`src/rtl/div_unit.sv`:
```
// Multi-cycle restoring divider: signed/unsigned quotient and remainder,
// one quotient bit per cycle behind a start/busy/done handshake.
module div_unit #(
  parameter int unsigned WIDTH = 32
) (
  input  logic             clk,
  input  logic             rst_n,
  input  logic             start,
  input  logic             sign,
  input  logic [WIDTH-1:0] a,
  input  logic [WIDTH-1:0] b,
  output logic             busy,
  output logic             done,
  output logic [WIDTH-1:0] quotient,
  output logic [WIDTH-1:0] remainder,
  output logic             div_by_zero,
  output logic             overflow
);

  localparam int unsigned CNT_W = 6;
  localparam logic [1:0] IDLE = 2'd0;
  localparam logic [1:0] CALC = 2'd1;
  localparam logic [1:0] FIX  = 2'd2;
  localparam logic [WIDTH-1:0] MIN_NEG  = {1'b1, {(WIDTH-1){1'b0}}};
  localparam logic [WIDTH-1:0] ALL_ONES = '1;

  logic [1:0]       state, next_state;
  logic [WIDTH:0]   rem_q;
  logic [WIDTH-1:0] dvd_q;
  logic [WIDTH-1:0] dvs_q;
  logic [CNT_W-1:0] cnt;
  logic             neg_q, neg_r;

  logic             accept, is_zero, is_ovf, special, q_bit, last_iter;
  logic [WIDTH-1:0] abs_a, abs_b;
  logic [WIDTH:0]   r_shift, r_diff;

  // Accept decode, operand magnitudes and one restoring iteration
  always_comb begin
    accept    = start && (state == IDLE);
    is_zero   = (b == '0);
    is_ovf    = sign && (a == MIN_NEG) && (b == ALL_ONES);
    special   = is_zero || is_ovf;
    abs_a     = (sign && a[WIDTH-1]) ? -a : a;
    abs_b     = (sign && b[WIDTH-1]) ? -b : b;
    r_shift   = {rem_q[WIDTH-1:0], dvd_q[WIDTH-1]};
    r_diff    = r_shift - {1'b0, dvs_q};
    q_bit     = (r_shift >= {1'b0, dvs_q});
    last_iter = (cnt == CNT_W'(WIDTH-1));
  end

  always_comb begin
    next_state = state;
    case (state)
      IDLE:    if (accept && !special) next_state = CALC;
      CALC:    if (last_iter) next_state = FIX;
      FIX:     next_state = IDLE;
      default: next_state = IDLE;
    endcase
  end

  always_ff @(posedge clk or negedge rst_n) begin
    if (!rst_n) state <= IDLE;
    else        state <= next_state;
  end

  // Datapath and result registers; special cases write results on accept
  always_ff @(posedge clk or negedge rst_n) begin
    if (!rst_n) begin
      busy        <= 1'b0;
      done        <= 1'b0;
      quotient    <= '0;
      remainder   <= '0;
      div_by_zero <= 1'b0;
      overflow    <= 1'b0;
      rem_q       <= '0;
      dvd_q       <= '0;
      dvs_q       <= '0;
      cnt         <= '0;
      neg_q       <= 1'b0;
      neg_r       <= 1'b0;
    end else begin
      busy <= (next_state != IDLE);
      done <= 1'b0;
      case (state)
        IDLE: begin
          if (accept) begin
            if (is_zero) begin
              quotient    <= ALL_ONES;
              remainder   <= a;
              div_by_zero <= 1'b1;
              overflow    <= 1'b0;
              done        <= 1'b1;
            end else if (is_ovf) begin
              quotient    <= MIN_NEG;
              remainder   <= '0;
              div_by_zero <= 1'b0;
              overflow    <= 1'b1;
              done        <= 1'b1;
            end else begin
              dvd_q <= abs_a;
              dvs_q <= abs_b;
              neg_q <= sign && (a[WIDTH-1] ^ b[WIDTH-1]);
              neg_r <= sign && a[WIDTH-1];
              rem_q <= '0;
              cnt   <= '0;
            end
          end
        end
        CALC: begin
          rem_q <= q_bit ? r_diff : r_shift;
          dvd_q <= {dvd_q[WIDTH-2:0], q_bit};
          cnt   <= cnt + CNT_W'(1);
        end
        FIX: begin
          quotient    <= neg_q ? -dvd_q : dvd_q;
          remainder   <= neg_r ? -rem_q[WIDTH-1:0] : rem_q[WIDTH-1:0];
          div_by_zero <= 1'b0;
          overflow    <= 1'b0;
          done        <= 1'b1;
        end
        default: ;
      endcase
    end
  end

endmodule
```
`config.mk`:
```
export PLATFORM = sky130hd
export DESIGN_NAME = div_unit
export DESIGN_NICKNAME = d
export VERILOG_FILES = /design/src/rtl/div_unit.sv
export SDC_FILE = /design/constraint.sdc
export NUM_CORES = 1
export LEC_CHECK = 0
export CORE_MARGIN = 5
export CORE_UTILIZATION = 33
export DETAILED_ROUTE_END_ITERATION = 8
export PLACE_DENSITY = 0.63
export SYNTH_ARGS = -nofsm -noshare
export SYNTH_HDL_FRONTEND = slang
export SYNTH_SLANG_ARGS = --single-unit
export TNS_END_PERCENT = 50
```
`constraint.sdc`:
```
create_clock -name clk -period 3.5 [get_ports clk]
set_input_delay 0.35 -clock clk [delete_from_list [all_inputs] [get_ports clk]]
set_output_delay 0.35 -clock clk [all_outputs]
set_load 0.02 [all_outputs]
```
# --- Word level (Yosys, flattened, before mapping) ---
# Index checks and enable logic that the tools add are counted.
classes:
  add_sub_neg: 6
  n_lt_le_gt_ge: 1
  eq_ne: 9
  muxes: 40
  bitwise_logic: 3
  reduce_logical: 17
ops:
  columns: ["operator", "n"]
  rows:
  - ["32-bit two-way mux", 17]
  - ["32-bit case mux with 2 select lines", 4]
  - ["32-bit negator", 4]
  - ["32-bit equality test (second input constant)", 2]
  - ["33-bit by 32-bit greater-or-equal comparator with 1-bit output", 1]
  - ["32-bit zero test", 1]
  - ["32-bit subtractor", 1]
  - ["6-bit two-way mux", 3]
  - ["6-bit case mux with 2 select lines", 1]
  - ["1-bit two-way mux", 9]
  - ["4-bit AND reduction", 2]
  - ["1-bit logical AND", 7]
  - ["6-bit by 1-bit adder with 6-bit output (second input constant)", 1]
  - ["6-bit by 5-bit equality test with 1-bit output (second input constant)", 1]
  - ["2-bit inequality test (second input constant)", 3]
  - ["1-bit case mux with 2 select lines", 3]
  - ["2-bit nonzero test", 3]
  - ["2-bit two-way mux", 2]
  - ["2-bit case mux with 2 select lines", 1]
  - ["3-bit inequality test (second input constant)", 1]
  - ["3-bit AND reduction", 1]
  - ["2-bit by 1-bit equality test with 1-bit output (second input constant)", 1]
  - ["2-bit equality test (second input constant)", 1]
  - ["2-bit zero test", 1]
  - ["4 further kinds", 5]
totals:
  ff_bits: 174
  out_inout_bits: 68

# --- Longest topological paths before layout ---
# Gate-level depths: netlist of the first run.
logic_depth:
  word_depth: 9
  depth_mapped: 14
  ltp_nobuf: 13

# --- Worst setup path before layout of the first run ---
# No wires, ideal clock.
synth_path:
  path_type: "register to register"
  startpoint: "reg rem_q[3]"
  endpoint: "reg rem_q[1]"
  t_arrival_ps: 2957
  required_time_ps: 3366
  setup_slack_ps: 409
  path_stages_with_launch: 12
  n_path_buf: 2
  cell_sequence: "dfrtp_1 -> ha_1 -> a21o_1 -> or3_1 -> o22ai_1 -> o31ai_1 -> a31oi_1 -> o41a_1 -> buf_2 -> buf_1 -> mux2i_1 -> o22ai_1"
synth_via:
  elab_chain_len: 3
synth_rtl:
  columns: ["element", "line", "text"]
  rows:
  - ["start, declared", "28", "logic [WIDTH:0] rem_q;"]
  - ["start signal, assigned", "111", "rem_q <= q_bit ? r_diff : r_shift;"]
  - ["33-bit by 32-bit greater-or-equal comparator with 1-bit output", "48", "q_bit = (r_shift >= {1'b0, dvs_q});"]
  - ["32-bit two-way mux", "111", null]
  - ["32-bit case mux with 2 select lines", "85", "case (state)"]
# No other way between the ends.
# A chain may end at the register's enable or synchronous reset.

# --- Final worst setup path of the first run ---
layout_path:
  startpoint: "reg dvd_q[31]"
  endpoint: "reg rem_q[30]"
layout_via:
  elab_chain_len: 3
layout_rtl:
  columns: ["element", "line", "text"]
  rows:
  - ["start, declared", "29", "logic [WIDTH-1:0] dvd_q;"]
  - ["start signal, assigned", "101", "dvd_q <= abs_a;"]
  - ["start signal, assigned", "112", "dvd_q <= {dvd_q[WIDTH-2:0], q_bit};"]
  - ["32-bit subtractor / 33-bit by 32-bit greater-or-equal comparator with 1-bit output (equally long branches)", "47, 48", null]
  - ["32-bit two-way mux (*)", "111", null]
  - ["32-bit case mux with 2 select lines (*)", "85", null]
# Mark *: on every way between the ends. The rest lies on a longest branch, timed or not.

==> impl_metrics.csv, run 1 <==
group,metric,value,unit
global_routing,grt_pass1_vias,10400,
placed_design,port-buffer-count,135,
setup_path,path_cells,"inv_1 -> ha_1 -> inv_1 -> fa_1 -> a21o_1 -> a311o_1 -> a311oi_1 -> buf_4 -> a21oi_1 -> o41ai_2 -> buf_4 -> o21a_1 -> o21ai_0 -> mux2i_1 -> nand2_1",
clock_tree,htree_levels,4,
sta,fin_crit,3.39,ns
clock_tree,cts_tree,"yes",
clock_tree,cts.clk_slew.worst_paths,0.07,ns
min_path,min_from,"div_by_zero",
clock_tree,clockBufferDepth,2,
routing,dr.pass1.iters,5,
sta,relSlewSlack,0.417,
placed_design,dpl.hpwl,28.2,mm
setup_path,critical_path.max_fanout,2,
power,peakVddDrop,0.366,mV
sta,tightestPinTransition,0.875,ns
final_layout,layout_commonest_cell,"dfrtp_1",
setup_path,r2r_start,"dvd_q[31]",
die,die_h,198,µm
final_layout,area_growth,25.0,%
clock_tree,clockRootBuffer,"clkbuf_16",
global_routing,track_usage,0.181,
clock_tree,clock_sinks,174,
global_routing,grt_overflow,0,
final_layout,antenna_cells,0,
sta,worst_slack,0.106,ns
logic_synthesis,avgSynthCellArea,8.53,µm²
die,die_x,198,µm
routing,wl,35.9,mm
routing,via_per_inst,5.38,
die,start_util,0.335,
routing,initialDrtViolationCount,559,
die,dieArea,39000,µm²
final_layout,drive_above_1_share,0.0929,
final_layout,fillers,3412,
setup_path,critPathLaunch,"dvd_q[31]",
final_layout,fin_util,0.419,
logic_synthesis,async_flop_share,1.00,
logic_synthesis,ys_seq_elements,174,
clock_tree,insertion_delay,0.44,ns
placed_design,dp_cells,1951,
die,core,34600,µm²
sta,skew,0.0144,ns
final_layout,nets,1623,
setup_path,critPathSlowestCell,"fa_1",
setup_path,cp.required,3.83,ns
placed_design,dp_slack,-0.0437,ns
power,leakage,6.00,nW
logic_synthesis,synth_ff_type,"dfrtp_1",
power,p_per_area,863,nW/µm²
sta,period_share,0.970,
final_layout,multi_input_area,6690,µm²
setup_path,crit_path_max_incr_delay,0.40,ns
final_layout,seq_area,4350,µm²
clock_tree,cts_setup_buffers,0,
routing,wire_per_inst,18.1,µm
die,std_cell_rows,68,
setup_path,arrival,3.72,ns
sta,fin_hold_ws,0.486,ns
logic_synthesis,synth-edff-count,0,
sta,slew_viol_final,0,
run,drv_cap,0,
setup_path,worst-path-buf-inv,4,
sta,finalHoldViolations,0,
global_routing,antenna_found_initial,0,
status,status,"finished, final reports clean",
sta,setup_viol,0,
logic_synthesis,ys_seq_area_frac,0.375,
logic_synthesis,ys_types,70,
logic_synthesis,yosysWarnings,0,
die,io_pins,136,
setup_path,crit_path_start_kind,"flip-flop",
final_layout,design_area,14500,µm²
routing,drc,0,
sta,rsz0062_at_grt,"yes",
final_layout,layout_common_cells,"dfrtp_1, nand2_1, o21ai_0, clkdlybuf4s50_1, a21oi_1",
logic_synthesis,synthCells,1362,
sta,max_freq,0.295,GHz
logic_synthesis,syn_area,11600,µm²
min_path,hold_class,"flip-flop to flip-flop",
routing,via_count,10700,
final_layout,fin_cells,1984,
placed_design,placed_cell_area,13900,µm²
setup_path,critical_path.top_delay_family,"compound AO/OA/AOI/OAI gates",
setup_path,path_class,"flip-flop to flip-flop",
global_routing,grt_pass1_wl,57.4,mm
global_routing,grt_max_degree,75,
clock_tree,cts_inserted_buffers,17,
logic_synthesis,syn_nets,1469,
setup_path,cp-end-kind,"flip-flop",
routing,final_antenna_net_count,0,
placed_design,gp_congestion,0.899,
==> worst paths after layout <==
kind	slack, ns	endpoint	depth (start not counted)
max	0.11	rem_q[30]	15
min	0.49	div_by_zero	1
max reg2reg	0.11	rem_q[30]	15
min reg2reg	0.49	div_by_zero	1
max in group asynchronous	2.01	dvs_q[26]	3
min in group asynchronous	0.50	dvd_q[7]	2
==> worst register-to-register path: stages (launching register included) <==
cell,delay [ns]
dfrtp_1,0.38
inv_1,0.14
ha_1,0.19
inv_1,0.06
fa_1,0.40
a21o_1,0.20
a311o_1,0.38
a311oi_1,0.27
buf_4,0.16
a21oi_1,0.11
o41ai_2,0.24
buf_4,0.17
o21a_1,0.18
o21ai_0,0.14
mux2i_1,0.19
nand2_1,0.06
==> sequential cells by signal (all words and copies together), names as in the netlist <==
signal	count
overflow	1
div_by_zero	1
busy	1
quotient	32
dvs_q	32
remainder	32
state	2
neg_r	1
neg_q	1
cnt	6
done	1
dvd_q	32
rem_q	32
==> per-stage QoR <==
step	total power [W]	TNS, ns
after floorplan	0.00845	0
after global placement	0.0105	0
after detailed placement	0.0106	-0.684
after CTS	0.0125	0
after global routing	0.0136	-0.0218
final	0.0125	0
==> per-layer routing <==
| layer | up-vias | part of all wire | global-route usage |
|---|---|---|---|
| met3 | 43 | 0.041 | 0.0239 |
| met5 | - | 0 | 0 |
| met1 | 5120 | 0.45 | 0.246 |
| li1 | 5251 | - | - |
| met4 | 0 | 0.020 | 0.0457 |
| met2 | 266 | 0.49 | 0.308 |
==> Yosys cell counts, types with 13 or more instances <==
cell      count  share of area
or3_1        13         0.0070
o41ai_1      15          0.011
mux2i_1      13          0.011
nor3_1       26          0.011
o21ai_0     135          0.058
buf_2        22         0.0095
a22oi_1      24          0.016
a221o_1      39          0.034
a21oi_1     100          0.043
nand3_1      30          0.013
ha_1         38          0.041
clkbuf_1     56          0.018
nand4_1      18         0.0097
inv_1        56          0.018
nand2_1     164          0.053
xnor2_1      69          0.052
dfrtp_1     174           0.37
or4_1        16          0.010
xor2_1       75          0.057
nand2b_1     13         0.0070
nor2_1       92          0.030
o31ai_1      28          0.018
==> kinds of logic after synthesis <==
kind of cell	Yosys count	synth area share
buffers and inverters	143	0.0521
XOR/XNOR	144	0.109
adder cells (fa/ha/maj)	39	0.0427
AND/OR/NAND/NOR	417	0.170
flip-flops	174	0.375
AO/OA/AOI/OAI	431	0.240
multiplexers	14	0.0122
==> power by group <==
part | leakage, nW | switching [W] | internal [W]
sequential | 2.14 | 0.000867 | 0.00271
combinational | 3.60 | 0.00401 | 0.00308
clock | 0.267 | 0.000915 | 0.000949
==> final cells by class <==
type	count	area share
Clock buffer	17	0.0293
Clock inverter	15	0.0105
Inverter	57	0.0147
Multi-Input combinational cell	1045	0.461
Sequential cell	174	0.300
Tap cell	455	0.0392
Timing Repair Buffer	221	0.146
==> timing repair <==
| action | 4_1_cts | 5_1_grt |
|---|---|---|
| endpoints found under the hold margin | 72 | 0 |
| endpoints found under the setup margin | 0 | 6 |
| gates resized for setup | 0 | 3 |
| hold buffers | 1 | 0 |
Power figures use the tool's default switching activity.
==> run 2, diff against run 1 <==
Settings changed: CAP_MARGIN set to 20, PLACE_DENSITY 0.63 to 0.65.
Clock period 3.5 ns to 2.7 ns, I/O delays scaled along.
==> impl_metrics.csv, run 2 (synthesized netlist as in run 1, its figures left out) <==
group,metric,value,unit
status,status,"complete, but fails checks",
status,violations,"setup timing",
sta,skew,0.0105,ns
global_routing,grt_pass1_vias,12000,
global_routing,track_usage,0.205,
sta,max_freq,0.345,GHz
setup_path,crit_path_end,"rem_q[28]",
setup_path,critPathSlowestCell,"dfrtp_1",
setup_path,crit_path_start_kind,"flip-flop",
power,p_seq_frac,0.212,
setup_path,critPathLaunch,"dvd_q[31]",
setup_path,crit_path_max_incr_delay,0.40,ns
setup_path,crit_top_cell,"inv_2",
placed_design,gp_congestion,0.908,
clock_tree,clockBufferDepth,2,
die,start_util,0.335,
setup_path,worst-path-buf-inv,3,
clock_tree,cts.clk_slew.worst_paths,0.07,ns
sta,period_share,1.07,
sta,slew_viol_final,0,
power,power_frac_clock,0.121,
sta,fin_hold_ws,0.227,ns
final_layout,layout_common_cells,"buf_4, dfrtp_1, nand2_1, clkdlybuf4s50_1",
clock_tree,cts_tree,"yes",
clock_tree,clockRootBuffer,"clkbuf_16",
final_layout,layout_commonest_cell,"buf_4",
clock_tree,htree_levels,4,
setup_path,path_class,"flip-flop to flip-flop",
global_routing,grt_pass1_wl,64.7,mm
setup_path,path_cells,"inv_2 -> ha_4 -> inv_2 -> fa_2 -> a21o_1 -> a311o_1 -> a311oi_2 -> buf_4 -> o21ai_4 -> a211oi_4 -> o31ai_4 -> a21oi_2 -> xor2_1 -> o21ai_1",
global_routing,grt_max_degree,60,
sta,tightestPinTransition,0.742,ns
routing,dr.pass1.iters,5,
routing,wl,41.5,mm
routing,drc,0,
sta,setup_viol,31,
routing,via_count,12100,
power,switchingPower,0.00926,W
sta,fin_crit,2.90,ns
power,intPower,0.0116,W
clock_tree,insertion_delay,0.43,ns
setup_path,path_depth,14,
min_path,hold_class,"primary input to flip-flop",
die,io_pins,136,
placed_design,dpl.hpwl,29.8,mm
sta,worst_slack,-0.198,ns
routing,wire_per_inst,18.5,µm
die,std_cell_rows,68,
power,peakVddDrop,0.543,mV
final_layout,antenna_cells,0,
power,switching_share,0.444,
die,die_h,198,µm
clock_tree,cts_inserted_buffers,17,
placed_design,dp_slack,-0.689,ns
global_routing,grt_overflow,0,
power,pwr-share-comb,0.667,
min_path,min_from,"a[10]",
final_layout,area_growth,55.9,%
routing,initialDrtViolationCount,626,
routing,via_per_inst,5.39,
final_layout,fin_cells,2242,
sta,finalHoldViolations,0,
sta,relSlewSlack,0.505,
die,die_x,198,µm
setup_path,reg2reg_depth,14,
power,p_per_area,1150,nW/µm²
setup_path,arrival,3.21,ns
setup_path,cp-end-kind,"flip-flop",
sta,rsz0062_at_grt,"yes",
global_routing,antenna_found_initial,0,
placed_design,port-buffer-count,135,
setup_path,r2r_setup_slack,-0.20,ns
run,drv_cap,0,
final_layout,nets,1881,
placed_design,dp_cells,2149,
power,leakage,7.79,nW
setup_path,cp.required,3.01,ns
setup_path,critical_path.max_fanout,2,
power,finalPower,0.0209,W
die,dieArea,39000,µm²
setup_path,critical_path.top_delay_family,"compound AO/OA/AOI/OAI gates",
final_layout,drive_above_1_share,0.319,
setup_path,r2r_start,"dvd_q[31]",
die,core,34600,µm²
clock_tree,clock_sinks,174,
routing,final_antenna_net_count,0,
setup_path,timing.rr.end,"rem_q[28]",
## run 2: timing repair
action                                  4_1_cts  5_1_grt
pin swaps                                    92       58
endpoints found under the setup margin      168      168
hold buffers                                  1        0
buffers inserted                             26       16
endpoints found under the hold margin        46        0
resized for setup                           250      134
cloned                                       20        2
## run 2: worst register-to-register path, stage by stage (launching register included)
cell and delay, ns:
dfrtp_1 0.40, inv_2 0.11, ha_4 0.15, inv_2 0.03, fa_2 0.34, a21o_1 0.18
a311o_1 0.31, a311oi_2 0.21, buf_4 0.19, o21ai_4 0.08, a211oi_4 0.28, o31ai_4 0.11
a21oi_2 0.15, xor2_1 0.18, o21ai_1 0.07
## run 2: power by group through the flow
stage               combinational (W)  sequential [W]  clock (W)
finish                         0.0139         0.00442    0.00253
global route                   0.0152         0.00452    0.00267
CTS                            0.0128         0.00434    0.00255
detailed placement             0.0113         0.00437          0
global placement               0.0111         0.00434          0
floorplan                     0.00689         0.00431          0
## run 2: final cells by class
class | instances | area, µm²
Inverter | 57 | 219
Clock buffer | 20 | 457
Fill cell | 3089 | 16500
Timing Repair Buffer | 476 | 4650
Multi-Input combinational cell | 1048 | 7720
Tap cell | 455 | 569
Sequential cell | 174 | 4360
Clock inverter | 12 | 135
## run 2: per-layer routing
layer	share of wire	track usage	vias up
li1	-	-	5787
met3	0.051	0.0258	82
met5	0	0	-
met1	0.42	0.263	5803
met2	0.49	0.350	407
met4	0.044	0.0880	0
## run 2: per-stage QoR
step,TNS [ns],util,cell area (µm²)
2_1_floorplan,-0.589,-,11800
3_3_place_gp,-99.48,0.449,15600
5_1_grt,-6.93,0.523,18100
4_1_cts,-12.95,0.503,17400
6_report,-2.72,0.523,18100
3_5_place_dp,-104.76,0.449,15600
## run 2: worst min-delay path by stage
stage                               end  slack (ns)  cells after the start
after floorplan                    busy       -0.03                      0
after global placement     quotient[14]        0.24                      1
after detailed placement   quotient[15]        0.24                      1
after CTS                     dvs_q[25]        0.27                      5
after global routing      remainder[10]        0.22                      3
final                     remainder[10]        0.23                      3
